File: src/rtl/candidate_mapper.sv
// candidate_mapper: sequential candidate selection.
// Eligible slots come from the candidate bitmap, minus the current slot and
// recently issued slots. They are compacted into a table in ascending slot
// order. One entry is picked using random_number mod eligible-count, computed
// by a bit-serial restoring divider.
// Optional feature macro: MAP_FALLBACK_EN. When it is defined and history
// exclusion leaves no eligible slot, the table is rebuilt from
// candidate_list with only cur_index removed.
module candidate_mapper #(
  parameter int BS    = 16,
  parameter int HIST  = 3,
  parameter int RND_W = $clog2(BS) + 2
) (
  input  logic                  clk,
  input  logic                  rst,
  input  logic                  req_valid,
  output logic                  req_ready,
  input  logic [0:BS-1]         candidate_list,
  input  logic [$clog2(BS)-1:0] cur_index,
  input  logic [RND_W-1:0]      random_number,
  input  logic                  hist_clear,
  output logic                  rsp_valid,
  input  logic                  rsp_ready,
  output logic [$clog2(BS)-1:0] rsp_index,
  output logic                  rsp_empty,
  output logic [$clog2(BS):0]   rsp_count
);

  localparam int IDX_W = $clog2(BS);
  localparam int CNT_W = ($clog2(RND_W) > 0) ? $clog2(RND_W) : 1;

  typedef enum logic [1:0] {S_IDLE, S_LOAD, S_MOD, S_RESP} state_t;

  state_t                       state, state_nxt;
  logic   [CNT_W-1:0]           mod_cnt;
  logic                         accept;
  logic                         mod_last;
  logic                         push;

  logic   [HIST-1:0]            hist_vld;
  logic   [HIST-1:0][IDX_W-1:0] hist_idx;

  logic   [BS-1:0]              elig_c;
  logic   [BS-1:0]              fb_c;
  logic   [BS-1:0]              elig_p0;
  logic   [RND_W-1:0]           rnd_p0;
`ifdef MAP_FALLBACK_EN
  logic   [BS-1:0]              fb_p0;
`endif

  logic   [BS-1:0]              load_mask;
  logic   [BS-1:0][IDX_W-1:0]   tbl_c;
  logic   [IDX_W:0]             load_cnt;
  logic   [BS-1:0][IDX_W-1:0]   tbl_p1;
  logic   [IDX_W:0]             rem_p1;
  logic   [IDX_W:0]             rem_next;

  // One restoring-division step: shift in the next dividend bit, subtract if it fits.
  // The incoming remainder is always below the divisor (<= BS), so its MSB is zero.
  function automatic logic [IDX_W:0] mod_step(input logic [IDX_W:0] rem,
                                               input logic          din,
                                               input logic [IDX_W:0] dvs);
    logic [IDX_W:0] s;
    s = {rem[IDX_W-1:0], din};
    if (s >= dvs) s = s - dvs;
    return s;
  endfunction

  assign accept   = req_valid && req_ready;
  assign mod_last = (mod_cnt == CNT_W'(RND_W - 1));
  assign push     = (state == S_RESP) && rsp_ready && !rsp_empty;
  assign rem_next = mod_step(rem_p1, rnd_p0[RND_W-1], rsp_count);

  // Eligibility from live inputs and the history; captured only at accept.
  always_comb begin
    elig_c = '0;
    fb_c   = '0;
    for (int i = 0; i < BS; i++) begin
      fb_c[i]   = candidate_list[i] && (IDX_W'(i) != cur_index);
      elig_c[i] = fb_c[i];
      for (int k = 0; k < HIST; k++) begin
        if (hist_vld[k] && (hist_idx[k] == IDX_W'(i))) elig_c[i] = 1'b0;
      end
    end
  end

  // Compact the selected mask into the table in ascending slot order.
  always_comb begin
    load_mask = elig_p0;
`ifdef MAP_FALLBACK_EN
    if (elig_p0 == '0) load_mask = fb_p0;
`endif
    tbl_c    = '0;
    load_cnt = '0;
    for (int i = 0; i < BS; i++) begin
      if (load_mask[i]) begin
        tbl_c[load_cnt[IDX_W-1:0]] = IDX_W'(i);
        load_cnt = load_cnt + (IDX_W+1)'(1);
      end
    end
  end

  // State register.
  always_ff @(posedge clk or negedge rst) begin
    if (!rst) state <= S_IDLE;
    else      state <= state_nxt;
  end

  // Next-state logic.
  always_comb begin
    state_nxt = state;
    case (state)
      S_IDLE: if (accept) state_nxt = S_LOAD;
      S_LOAD: state_nxt = (load_cnt == '0) ? S_RESP : S_MOD;
      S_MOD:  if (mod_last) state_nxt = S_RESP;
      S_RESP: if (rsp_ready) state_nxt = S_IDLE;
      default: state_nxt = S_IDLE;
    endcase
  end

  // Handshake outputs decoded from state.
  always_comb begin
    req_ready = (state == S_IDLE);
    rsp_valid = (state == S_RESP);
  end

  // Divider bit counter.
  always_ff @(posedge clk or negedge rst) begin
    if (!rst)                mod_cnt <= '0;
    else if (state == S_LOAD) mod_cnt <= '0;
    else if (state == S_MOD)  mod_cnt <= mod_cnt + CNT_W'(1);
  end

  // Result registers; held unchanged through RESP until the handshake.
  always_ff @(posedge clk or negedge rst) begin
    if (!rst) begin
      rsp_index <= '0;
      rsp_empty <= 1'b0;
      rsp_count <= '0;
    end else begin
      if (state == S_LOAD) begin
        rsp_count <= load_cnt;
        rsp_empty <= (load_cnt == '0);
        rsp_index <= '0;
      end else if ((state == S_MOD) && mod_last) begin
        rsp_index <= tbl_p1[rem_next[IDX_W-1:0]];
        rsp_empty <= 1'b0;
      end
    end
  end

  // History valid bits; clear wins over a same-edge push.
  always_ff @(posedge clk or negedge rst) begin
    if (!rst) begin
      hist_vld <= '0;
    end else if (hist_clear) begin
      hist_vld <= '0;
    end else if (push) begin
      hist_vld[0] <= 1'b1;
      for (int k = 1; k < HIST; k++) hist_vld[k] <= hist_vld[k-1];
    end
  end

  // History slot indices, newest in entry 0.
  always_ff @(posedge clk) begin
    if (push) begin
      hist_idx[0] <= rsp_index;
      for (int k = 1; k < HIST; k++) hist_idx[k] <= hist_idx[k-1];
    end
  end

  // ---- p0: capture at accept ----
  always_ff @(posedge clk) begin
    if (accept) begin
      elig_p0 <= elig_c;
      rnd_p0  <= random_number;
`ifdef MAP_FALLBACK_EN
      fb_p0   <= fb_c;
`endif
    end else if (state == S_MOD) begin
      rnd_p0  <= rnd_p0 << 1;
    end
  end

  // ---- p1: table load and serial remainder ----
  always_ff @(posedge clk) begin
    if (state == S_LOAD) begin
      tbl_p1 <= tbl_c;
      rem_p1 <= '0;
    end else if (state == S_MOD) begin
      rem_p1 <= rem_next;
    end
  end

endmodule

File: config.mk
export PLATFORM = sky130hd
export DESIGN_NAME = candidate_mapper
export DESIGN_NICKNAME = d
export VERILOG_FILES = /design/src/rtl/candidate_mapper.sv
export SDC_FILE = /design/constraint.sdc
export NUM_CORES = 1
export LEC_CHECK = 0
export CORE_MARGIN = 5
export CORE_UTILIZATION = 40
export CTS_BUF_LIST = sky130_fd_sc_hd__clkbuf_8
export DETAILED_ROUTE_END_ITERATION = 10
export PLACE_DENSITY = 0.54
export SETUP_SLACK_MARGIN = 0.15
export SYNTH_ARGS = -nofsm -noshare
export SYNTH_HDL_FRONTEND = slang
export SYNTH_SLANG_ARGS = --single-unit
File: constraint.sdc
create_clock -name clk -period 17 [get_ports clk]
set_input_delay 2.55 -clock clk [delete_from_list [all_inputs] [get_ports clk]]
set_output_delay 2.55 -clock clk [all_outputs]
set_load 0.1 [all_outputs]
==> out/results.ini <==
[drt]
drtIter0Drc=1042
via_count=10926
drc=0
drtAntennaViolNets=0
viasPerCell=6.07
first_pass_iters=6
wl_per_cell_um=22.1
wirelength_um=39800

[logic_synthesis]
synth.cell_area_um2=11600
ys_async_sr_fraction_pct=15.0
postSynthAreaPerCell_um2=8.25
yosysWarnings=0
synth_cells=1402
synth_edf_count=98
synthFlopType=edfxtp_1
synth_nets=1501
synth_seq_area_share_pct=30.0
ys_seq_elements=120
synthDistinctLibCells=95

[min_path]
hold-path-endpoint=rem_p1[3]$_SDFFE_PP0P_
hold_path_class=register to register
whs_path_depth=2
hp-start=rem_p1[3]$_SDFFE_PP0P_

[clock_tree]
cts_setup_buffers=0
clock_latency_ns=0.47
cts_tree=built
cts_hold_buf=0
cts_resized=0
clk_pin_slew_ns=0.09
cts-root-buf=clkbuf_8
ctsHtreeMaxLevel=4
clock_sink_count=120
clockBufferDepth=2
cts_buffers=17

[timing]
rsz0062_at_grt=false
slew_headroom_pct=23.4
min_period_ns=11.47
hold_violations=0
report.final.slew_viol_count=0
tightest_slew_ns=1.14
setup_viol=0
skew_ns=0.0172
setup-tns-final_ns=0
fmax_mhz=87.2
post-route-period-util_pct=67.4

[worst_setup_path]
rrSetupSlack_ns=5.53
arrival_ns=11.68
cp_slowest_cell=fa_1
cp-end-kind=register
cp.required_ns=17.22
cp_slowest_stage_delay_ns=0.70
crit_type=register to register
r2r_cells=50
critPathLaunchType=register
crit_top_cell=ha_1
reg2reg_to=tbl_p1[15]$_DFFE_PP_
crit_fanout=10
reg2reg_from=elig_p0[2]$_SDFFCE_PP0P_

[floorplan]
placeableCoreArea_um2=28600
dieArea_um2=32400
io_pins=43
fp-row-count=62
fp.dieW_um=180
start_util_pct=40.4
die_h_um=180

[finish]
mostFrequentLayoutCells=nand2_1, nor2_1, o21ai_0, edfxtp_1, ha_1
n_fill_cell=2913
final_net_count=1503
n_antenna_cell=0
layout-drive-gt1-share_pct=7.48
final_common_cell=nand2_1
area_delta_synth_final_pct=9.17

[grt]
grt_max_degree=87
grt_pass1_vias=10205
grt-ovfl-total=0
antenna_found_initial=0
grt_pass1_wl_um=60700
grtUsageTotal_pct=23.9

[placement]
io_buffers=42
gp_congestion=0.950
dp_hpwl_um=31600

[status]
status=finished clean

[job]
cap_violations=0

state kept, by name, summed over array words and instances (netlist names):
| signal | count |
|---|---|
| hist_idx | 12 |
| tbl_p1 | 64 |
| rem_p1 | 4 |
| rsp_index | 4 |
| state | 2 |
| rsp_count | 5 |
| hist_vld | 3 |
| mod_cnt | 3 |
| rsp_empty | 1 |
| rnd_p0 | 6 |
| elig_p0 | 16 |
worst max path at each step:
stage,slack (ns),startpoint,to,cells after the start
after global routing,4.49,elig_p0[2]$_SDFFCE_PP0P_,rsp_count[4]$_DFFE_PN0P_,49
after floorplan,7.08,elig_p0[0]$_SDFFCE_PP0P_,tbl_p1[14]$_DFFE_PP_,50
after global placement,5.82,elig_p0[2]$_SDFFCE_PP0P_,tbl_p1[47]$_DFFE_PP_,47
after detailed placement,5.55,elig_p0[2]$_SDFFCE_PP0P_,tbl_p1[47]$_DFFE_PP_,47
after CTS,5.53,elig_p0[2]$_SDFFCE_PP0P_,tbl_p1[47]$_DFFE_PP_,47
final,5.53,elig_p0[2]$_SDFFCE_PP0P_,tbl_p1[15]$_DFFE_PP_,50
layout make-up:
| class | instances | area [um2] | share of cell area [%] |
|---|---|---|---|
| flip-flops and latches | 120 | 3470 | 27.5 |
| well taps | 384 | 480 | 3.80 |
| repair buffers | 54 | 510 | 4.04 |
| clock buffers | 17 | 234 | 1.85 |
| clock inverters | 15 | 120 | 0.951 |
| inverters | 45 | 169 | 1.34 |
| multi-input cells | 1166 | 7640 | 60.5 |
critical path: cells and delay by family (launching register included):
kind / cells / cell delay, ns
AND/OR/NAND/NOR: 15 / 2.09
multiplexers: 2 / 0.59
adder cells (fa/ha/maj): 14 / 4.53
flip-flops: 1 / 0.56
buffers and inverters: 5 / 0.72
AO/OA/AOI/OAI: 14 / 2.74
cells by family (layout without fill, tap and decap cells):
family | Yosys count | after routing | share of synthesized area [%]
XOR/XNOR | 72 | 72 | 8.22
adder cells (fa/ha/maj) | 68 | 68 | 7.49
AND/OR/NAND/NOR | 575 | 575 | 22.9
buffers and inverters | 116 | 131 | 4.15
flip-flops | 120 | 120 | 30.0
AO/OA/AOI/OAI | 432 | 432 | 25.5
multiplexers | 19 | 19 | 1.75
stage by stage:
stage	hold slack [ns]	worst slack (ns)	instances	area [um2]	utilization (%)
6_report	0.497	5.53	1801	12600	44.1
2_1_floorplan	0.424	7.08	1402	11600	-
4_1_cts	0.497	5.53	1801	12600	44.1
5_1_grt	0.522	4.49	1801	12600	44.1
3_3_place_gp	0.484	5.82	1769	12300	42.9
3_5_place_dp	0.483	5.55	1769	12300	42.9
synthesized netlist by cell type, drive strengths merged (9+ instances only):
master / n / area share (%)
a211oi: 25 / 1.7
a21oi: 62 / 2.8
a22oi: 15 / 1.0
a311oi: 9 / 0.68
a31oi: 24 / 1.3
and2: 34 / 1.8
buf: 25 / 1.2
clkbuf: 46 / 1.5
dfrtp: 18 / 3.9
edfxtp: 98 / 25
ha: 66 / 7.1
inv: 45 / 1.5
mux2: 10 / 0.97
mux2i: 9 / 0.78
nand2: 209 / 6.9
nand2b: 23 / 1.2
nand3: 58 / 2.6
nand3b: 11 / 0.71
nor2: 150 / 4.9
nor2b: 10 / 0.54
nor3: 35 / 1.6
o21a: 10 / 0.65
o21ai: 117 / 5.1
o221ai: 18 / 1.4
o22ai: 60 / 3.3
or2: 12 / 0.65
or3: 9 / 0.49
xnor2: 53 / 5.2
xnor3: 9 / 1.8
xor2: 9 / 1.0
layer usage:
metal | routed length (um) | GRT usage (%)
met5 | 0 | 0
met4 | 1230 | 7.23
met3 | 2790 | 4.82
met2 | 17500 | 36.9
met1 | 18300 | 34.1
Power is not shown: default switching activity piles up to over one toggle a cycle in this logic, so the estimate is an artifact.
